$ cat src/rtl/imem_loadable_if.sv
// rtl/imem_loadable_if.sv - load-stream and fetch-port bundle for imem_loadable
//
// Purpose: groups the program-load handshake and the IF-stage fetch port.
// The master side (loader/core) drives the load words and the fetch address;
// the slave side (memory) answers with ld_ready, ld_count and the fetch result.
//
// Signals:
//   ld_start                 master->slave  restart a load while running
//   ld_valid/ld_data/ld_last master->slave  load word stream
//   ld_ready/ld_count        slave->master  load acceptance, words written
//   pc/stall/flush           master->slave  byte fetch address and pipeline control
//   instr/instr_valid/fault  slave->master  registered fetch result
interface imem_loadable_if #(
   parameter int DATA_W = 32,
   parameter int IDX_W  = 6
);
   logic              ld_start;
   logic              ld_valid;
   logic [DATA_W-1:0] ld_data;
   logic              ld_last;
   logic              ld_ready;
   logic [IDX_W:0]    ld_count;
   logic [31:0]       pc;
   logic              stall;
   logic              flush;
   logic [DATA_W-1:0] instr;
   logic              instr_valid;
   logic              fault;

   modport master (
      output ld_start, ld_valid, ld_data, ld_last, pc, stall, flush,
      input  ld_ready, ld_count, instr, instr_valid, fault
   );

   modport slave (
      input  ld_start, ld_valid, ld_data, ld_last, pc, stall, flush,
      output ld_ready, ld_count, instr, instr_valid, fault
   );
endinterface

$ cat src/rtl/imem_loadable.sv
// rtl/imem_loadable.sv - loadable synchronous-read instruction memory for the IF stage
//
// Purpose: a program is streamed in word by word while in LOAD; in RUN the
// memory serves registered fetches (one cycle latency) with stall/flush and
// flags misaligned or out-of-range byte addresses as faults.
//
// Ports:
//   clk    rising-edge clock
//   reset  synchronous active-high reset (enters LOAD, clears pointer/count)
//   bus    imem_loadable_if.slave: load stream in, fetch result out
module imem_loadable #(
   parameter int                DEPTH  = 64,
   parameter int                DATA_W = 32,
   parameter logic [DATA_W-1:0] NOP    = 32'h0000_0013,
   localparam int               IDX_W  = $clog2(DEPTH)
) (
   input  logic           clk,
   input  logic           reset,
   imem_loadable_if.slave bus
);

   typedef enum logic {
      ST_LOAD = 1'b0,
      ST_RUN  = 1'b1
   } state_t;

   state_t            state_q;
   logic [IDX_W-1:0]  ptr_q;
   logic [IDX_W:0]    count_q;
   logic [DATA_W-1:0] instr_q;
   logic              valid_q;
   logic              fault_q;

   // Storage is deliberately not reset; contents survive reset and reloads.
   logic [DATA_W-1:0] mem_q [DEPTH];

   logic              load_hs;
   logic [IDX_W-1:0]  fetch_idx;
   logic              fetch_bad;

   assign load_hs   = (state_q == ST_LOAD) && bus.ld_valid;
   assign fetch_idx = bus.pc[IDX_W+1:2];
   // Any byte offset or any address bit above the word index is a fault.
   assign fetch_bad = (bus.pc[1:0] != 2'b00) || (bus.pc[31:IDX_W+2] != '0);

   always_ff @(posedge clk) begin
      if (load_hs && !reset) begin
         mem_q[ptr_q] <= bus.ld_data;
      end
   end

   always_ff @(posedge clk) begin
      if (reset) begin
         state_q <= ST_LOAD;
         ptr_q   <= '0;
         count_q <= '0;
         instr_q <= NOP;
         valid_q <= 1'b0;
         fault_q <= 1'b0;
      end else begin
         case (state_q)
            ST_LOAD: begin
               instr_q <= NOP;
               valid_q <= 1'b0;
               fault_q <= 1'b0;
               if (bus.ld_valid) begin
                  // ptr wraps to 0 after the last word; the state change below
                  // guarantees no further writes land there.
                  ptr_q   <= ptr_q + 1'b1;
                  count_q <= count_q + 1'b1;
                  if (bus.ld_last || (ptr_q == IDX_W'(DEPTH - 1))) begin
                     state_q <= ST_RUN;
                  end
               end
            end
            ST_RUN: begin
               if (bus.ld_start) begin
                  state_q <= ST_LOAD;
                  ptr_q   <= '0;
                  count_q <= '0;
                  instr_q <= NOP;
                  valid_q <= 1'b0;
                  fault_q <= 1'b0;
               end else if (bus.flush) begin
                  instr_q <= NOP;
                  valid_q <= 1'b0;
                  fault_q <= 1'b0;
               end else if (!bus.stall) begin
                  if (fetch_bad) begin
                     instr_q <= NOP;
                     valid_q <= 1'b0;
                     fault_q <= 1'b1;
                  end else begin
                     instr_q <= mem_q[fetch_idx];
                     valid_q <= 1'b1;
                     fault_q <= 1'b0;
                  end
               end
            end
            default: state_q <= ST_LOAD;
         endcase
      end
   end

   assign bus.ld_ready    = (state_q == ST_LOAD);
   assign bus.ld_count    = count_q;
   assign bus.instr       = instr_q;
   assign bus.instr_valid = valid_q;
   assign bus.fault       = fault_q;

endmodule
$ cat src/flat_wrapper.sv
// flat-port wrapper written by rule: the top's interface ports become plain ports
module imem_loadable_flat 
#(
   parameter int                DEPTH  = 64,
   parameter int                DATA_W = 32,
   parameter logic [DATA_W-1:0] NOP    = 32'h0000_0013,
   localparam int               IDX_W  = $clog2(DEPTH)
)
  (clk, reset, bus_ld_start, bus_ld_valid, bus_ld_data, bus_ld_last, bus_pc, bus_stall, bus_flush, bus_ld_ready, bus_ld_count, bus_instr, bus_instr_valid, bus_fault);
  imem_loadable_if #(.DATA_W(DATA_W)) bus_i ();
  input  logic clk;
  input  logic reset;
  input wire logic [$bits(bus_i.ld_start)-1:0] bus_ld_start;
  input wire logic [$bits(bus_i.ld_valid)-1:0] bus_ld_valid;
  input wire logic [$bits(bus_i.ld_data)-1:0] bus_ld_data;
  input wire logic [$bits(bus_i.ld_last)-1:0] bus_ld_last;
  input wire logic [$bits(bus_i.pc)-1:0] bus_pc;
  input wire logic [$bits(bus_i.stall)-1:0] bus_stall;
  input wire logic [$bits(bus_i.flush)-1:0] bus_flush;
  output wire logic [$bits(bus_i.ld_ready)-1:0] bus_ld_ready;
  output wire logic [$bits(bus_i.ld_count)-1:0] bus_ld_count;
  output wire logic [$bits(bus_i.instr)-1:0] bus_instr;
  output wire logic [$bits(bus_i.instr_valid)-1:0] bus_instr_valid;
  output wire logic [$bits(bus_i.fault)-1:0] bus_fault;
  assign bus_i.ld_start = bus_ld_start;
  assign bus_i.ld_valid = bus_ld_valid;
  assign bus_i.ld_data = bus_ld_data;
  assign bus_i.ld_last = bus_ld_last;
  assign bus_i.pc = bus_pc;
  assign bus_i.stall = bus_stall;
  assign bus_i.flush = bus_flush;
  assign bus_ld_ready = bus_i.ld_ready;
  assign bus_ld_count = bus_i.ld_count;
  assign bus_instr = bus_i.instr;
  assign bus_instr_valid = bus_i.instr_valid;
  assign bus_fault = bus_i.fault;
  imem_loadable #(.DEPTH(DEPTH), .DATA_W(DATA_W), .NOP(NOP)) u_core (.clk(clk), .reset(reset), .bus(bus_i));
endmodule
$ cat config.mk
export PLATFORM = sky130hd
export DESIGN_NAME = imem_loadable_flat
export DESIGN_NICKNAME = d
export VERILOG_FILES = /design/src/rtl/imem_loadable_if.sv /design/src/rtl/imem_loadable.sv /design/src/flat_wrapper.sv
export SDC_FILE = /design/constraint.sdc
export NUM_CORES = 2
export LEC_CHECK = 0
export ABC_CLOCK_PERIOD_IN_PS = 10400
export BUFFER_PORTS_ARGS = -buffer_cell sky130_fd_sc_hd__buf_2
export CELL_PAD_IN_SITES_DETAIL_PLACEMENT = 0
export CELL_PAD_IN_SITES_GLOBAL_PLACEMENT = 1
export CORE_UTILIZATION = 33
export DETAILED_ROUTE_END_ITERATION = 16
export HOLD_SLACK_MARGIN = 0.02
export PLACE_DENSITY = 0.48
export SYNTH_ARGS = -nofsm -noshare
export SYNTH_HDL_FRONTEND = slang
export SYNTH_SLANG_ARGS = --single-unit
$ cat constraint.sdc
create_clock -name clk -period 10.4 [get_ports clk]
set_input_delay 0 -clock clk [delete_from_list [all_inputs] [get_ports clk]]
set_output_delay 0 -clock clk [all_outputs]
set_load 0.005 [all_outputs]
==> results.sh <==
export IMPL_status="completed"
export IMPL_total_nets_after_synthesis=3828
export IMPL_cap_violations=0
export IMPL_non_filler_instance_count_after_layout=7458
export IMPL_grt_first_pass_wirelength_um=332000
export IMPL_met3RoutedLength_um=13200
export IMPL_route_top_layer_used="met4"
export IMPL_grt_use_total_pct=19.6
export IMPL_route_met2_wl_um=114000
export IMPL_die_h_um=495
export IMPL_final_layout_size_suffix_gt1_share_pct=25.9
export IMPL_timing_critical_path_buf_inv=2
export IMPL_dpl_cell_count=6982
export IMPL_finish_net_count=4154
export IMPL_tritoncts_num_sinks=2096
export IMPL_vias=39400
export IMPL_synth_main_ff_cell="sky130_fd_sc_hd__edfxtp_1"
export IMPL_drt_first_iter_violations=3852
export IMPL_number_of_buffers_added_by_the_clock_tree_synthesis_step=220
export IMPL_ir_drop_uv=165
export IMPL_syn_to_final_growth_pct=15.8
export IMPL_netSwitchingFraction_pct=21.4
export IMPL_report_final_hold_viol_count=0
export IMPL_power_per_cell_area_nw_per_um2=191
export IMPL_design_die_area_um2=245000
export IMPL_met1_wirelength_um=110000
export IMPL_dieWidth_um=495
export IMPL_number_of_cells_on_the_critical_path=6
export IMPL_hold_depth=4
export IMPL_placeableCoreArea_um2=241000
export IMPL_cts_htree_levels=4
export IMPL_grt_max_degree=122
export IMPL_first_global_vias=40200
export IMPL_worst_margin_slew_ns=1.34
export IMPL_timing_critical_path_to_type="flop"
export IMPL_worst_path_largest_cell_delay_ns=0.75
export IMPL_seq_area_frac_synth_pct=77.9
export IMPL_place_port_buffers=112
export IMPL_fin_setup_tns_ns=0
export IMPL_cell_chain_of_the_critical_path="inv_2, nand2_1, nor3_1, nand3_1, nor2_4, buf_4"
export IMPL_required_time_of_the_worst_setup_path_ns=10.87
export IMPL_gp_congestion=0.747
export IMPL_synth_area_um2=80200
export IMPL_synth_async_reset_ratio_pct=0
export IMPL_worst_r2r_path_depth=6
export IMPL_yosysWarningCount=0
export IMPL_fin_crit_sh_pct=33.5
export IMPL_timing_slew_headroom_pct=10.7
export IMPL_post_cts_repair_setup_buffers=0
export IMPL_drt_pre_antenna_iters=5
export IMPL_clock_root_buffer="sky130_fd_sc_hd__clkbuf_16"
export IMPL_finish_utilization_pct=38.5
export IMPL_route_final_wire_length_um=241000
export IMPL_post_dp_cell_area_um2=85200
export IMPL_worstPathArrival_ns=3.95
export IMPL_post_synth_cell_area_avg_um2=21.4
export IMPL_initial_core_util_pct=33.3
export IMPL_worst_setup_path_start_kind="flop"
export IMPL_tritoncts="built"
export IMPL_final_cell_area_um2=92900
export IMPL_number_of_standard_cells_after_synthesis=3755
export IMPL_path_max_fanout=24
export IMPL_fin_crit_ns=3.48
export IMPL_detail_route_drc_violations=0
export IMPL_routed_via_density=5.28
export IMPL_power_sequential_fraction_pct=52.3
export IMPL_later_pin_clock_latency_in_the_skew_report_ns=0.87
export IMPL_leakage_nw=29.1
export IMPL_ant_nets=0
export IMPL_slew_violations=0
export IMPL_clk_transition_reported_paths_ns=0.06
export IMPL_setup_repair_after_global_routing_missed_its_margin="no"
export IMPL_crit_path_top_delay_cell="sky130_fd_sc_hd__nand3_1"
export IMPL_cts_hold_fix_buffers=61
export IMPL_power_switching_mw=3.81
export IMPL_crit_path_max_delay_family="simple AND/OR/NAND/NOR gates"
export IMPL_clock_tree_buffer_depth=3
export IMPL_synth_edff_count=2048
export IMPL_postCtsResizedCells=0
export IMPL_fillCellCount=21700
export IMPL_synth_cell_type_count=59
export IMPL_grt_overflow_total=0
export IMPL_floorplan_rows=180
export IMPL_timing_final_setup_violations=0
export IMPL_p_int_mw=14.0
export IMPL_post_drt_wl_per_cell_um=32.3
export IMPL_num_io_pins=113
export IMPL_multi_input_comb_area_um2=17000
export IMPL_yosys_register_bits=2096
export IMPL_timing_worst_setup_path_type="reg -> reg"
export IMPL_clockPowerShare_pct=43.3
export IMPL_skew_ns=0.0433
export IMPL_share_comb_of_total_power_pct=4.4
export IMPL_antenna_found_initial=9
export IMPL_fmax_ghz=0.287
export IMPL_min_delay_path_class="in -> reg"
export IMPL_place_detailed_hpwl_um=132000
export IMPL_ff_latch_area_um2=62500
==> path summary, 6_finish.rpt <==
check,start,endpoint,slack [ns]
setup / recovery,u_core.state_q$_SDFF_PP0_,u_core.mem_q[43][0]$_DFFE_PP_,6.92
setup reg to reg,u_core.state_q$_SDFF_PP0_,u_core.mem_q[43][0]$_DFFE_PP_,6.92
hold reg to reg,u_core.bus.instr[16]$_SDFFE_PP0P_,u_core.bus.instr[16]$_SDFFE_PP0P_,0.47
hold / removal,bus_ld_start,u_core.ptr_q[3]$_SDFFE_PP0P_,0.15
==> registers in the layout (all words and copies together), names as in the netlist <==
signal,count
u_core.bus.instr,32
u_core.state_q,1
u_core.mem_q,2048
u_core.ptr_q,6
u_core.bus.ld_count,7
u_core.bus.fault,1
u_core.bus.instr_valid,1
==> worst register-to-register path, cell delays in order (launching register included) <==
cell and delay, ns:
sky130_fd_sc_hd__dfxtp_1 0.35, sky130_fd_sc_hd__inv_2 0.09, sky130_fd_sc_hd__nand2_1 0.19, sky130_fd_sc_hd__nor3_1 0.40, sky130_fd_sc_hd__nand3_1 0.75, sky130_fd_sc_hd__nor2_4 0.64
sky130_fd_sc_hd__buf_4 0.63
==> placed cells by master (no fill, tap or decap), drive strengths merged, types with 49 or more instances in the layout <==
| master | count |
|---|---|
| mux4 | 393 |
| a2111oi | 49 |
| a21oi | 60 |
| clkbuf | 290 |
| dlygate4sd3 | 61 |
| a22oi | 74 |
| mux2i | 237 |
| nor2 | 93 |
| buf | 262 |
| edfxtp | 2048 |
| clkinv | 92 |
| nand2 | 131 |
| o22ai | 53 |
==> layer usage <==
| layer | vias to the layer above | global-route usage, % |
|---|---|---|
| met2 | 1015 | 30.9 |
| met5 | - | 0 |
| met3 | 243 | 3.71 |
| met1 | 21600 | 28.2 |
| li1 | 16600 | - |
| met4 | 0 | 4.16 |
==> synth_stat cells, types with 8 or more instances <==
| master | number | share of area, % |
|---|---|---|
| sky130_fd_sc_hd__nand4_1 | 12 | 0.094 |
| sky130_fd_sc_hd__clkbuf_1 | 87 | 0.41 |
| sky130_fd_sc_hd__nor2_1 | 92 | 0.43 |
| sky130_fd_sc_hd__o221ai_1 | 46 | 0.50 |
| sky130_fd_sc_hd__a31oi_1 | 13 | 0.10 |
| sky130_fd_sc_hd__a22o_1 | 29 | 0.32 |
| sky130_fd_sc_hd__mux2i_1 | 237 | 3.0 |
| sky130_fd_sc_hd__o22ai_1 | 53 | 0.41 |
| sky130_fd_sc_hd__a2111oi_1 | 19 | 0.24 |
| sky130_fd_sc_hd__dfxtp_1 | 48 | 1.2 |
| sky130_fd_sc_hd__a2111oi_2 | 20 | 0.37 |
| sky130_fd_sc_hd__nand2b_1 | 9 | 0.070 |
| sky130_fd_sc_hd__nor2b_1 | 14 | 0.11 |
| sky130_fd_sc_hd__mux4_2 | 393 | 11 |
| sky130_fd_sc_hd__nand3_1 | 37 | 0.23 |
| sky130_fd_sc_hd__buf_6 | 26 | 0.37 |
| sky130_fd_sc_hd__edfxtp_1 | 2048 | 77 |
| sky130_fd_sc_hd__o211ai_1 | 8 | 0.075 |
| sky130_fd_sc_hd__mux2_2 | 36 | 0.51 |
| sky130_fd_sc_hd__buf_1 | 13 | 0.061 |
| sky130_fd_sc_hd__a21oi_1 | 60 | 0.37 |
| sky130_fd_sc_hd__buf_2 | 68 | 0.42 |
| sky130_fd_sc_hd__a2111oi_0 | 10 | 0.11 |
| sky130_fd_sc_hd__nand2_1 | 131 | 0.61 |
| sky130_fd_sc_hd__a22oi_1 | 74 | 0.69 |
| sky130_fd_sc_hd__buf_4 | 20 | 0.19 |
| sky130_fd_sc_hd__a211oi_1 | 31 | 0.29 |
| sky130_fd_sc_hd__nor3_1 | 11 | 0.069 |
| sky130_fd_sc_hd__a221oi_1 | 27 | 0.29 |
| sky130_fd_sc_hd__nor4_1 | 10 | 0.078 |
==> metrics by stage <==
stage	power [mW]	hold slack (ns)	worst slack (ns)
final	17.8	0.145	6.92
after global routing	18.3	0.136	6.64
after CTS	18.0	0.0642	6.85
after detailed placement	10.2	0.313	6.24
after global placement	10.2	0.303	6.22
after floorplan	9.87	0.0989	6.69
==> cells by family (layout without fill, tap and decap cells) <==
logic type                 Yosys count  after routing  synth area share [%]
buffers and inverters              227            737                  1.60
other                                0              8                     0
muxes                              666            666                  14.5
and+or+nand+nor                    346            346                  1.97
AOI/OAI and AO/OA                  415            415                  3.99
DFF                               2096           2096                  77.9
xor gates and xnor gates             3              3                0.0328
adders and majority gates            2              2                0.0312
==> power groups by stage <==
stage / clock [mW] / combinational [mW] / sequential (mW)
floorplan: 0 / 0.413 / 9.46
global placement: 0 / 0.778 / 9.46
detailed placement: 0 / 0.782 / 9.46
CTS: 7.88 / 0.799 / 9.28
global route: 8.16 / 0.839 / 9.28
finish: 7.69 / 0.787 / 9.29
==> cell type report <==
cell class | instances | area share, %
antenna | 8 | 0.0216
multi-input combinational | 1432 | 18.3
clock inverter | 117 | 1.12
sequential | 2096 | 67.2
clock buffer | 289 | 6.43
inverter | 7 | 0.0283
timing repair buffer | 324 | 2.57
tap | 3185 | 4.29
No activity file was read; power rests on OpenSTA's default activity.
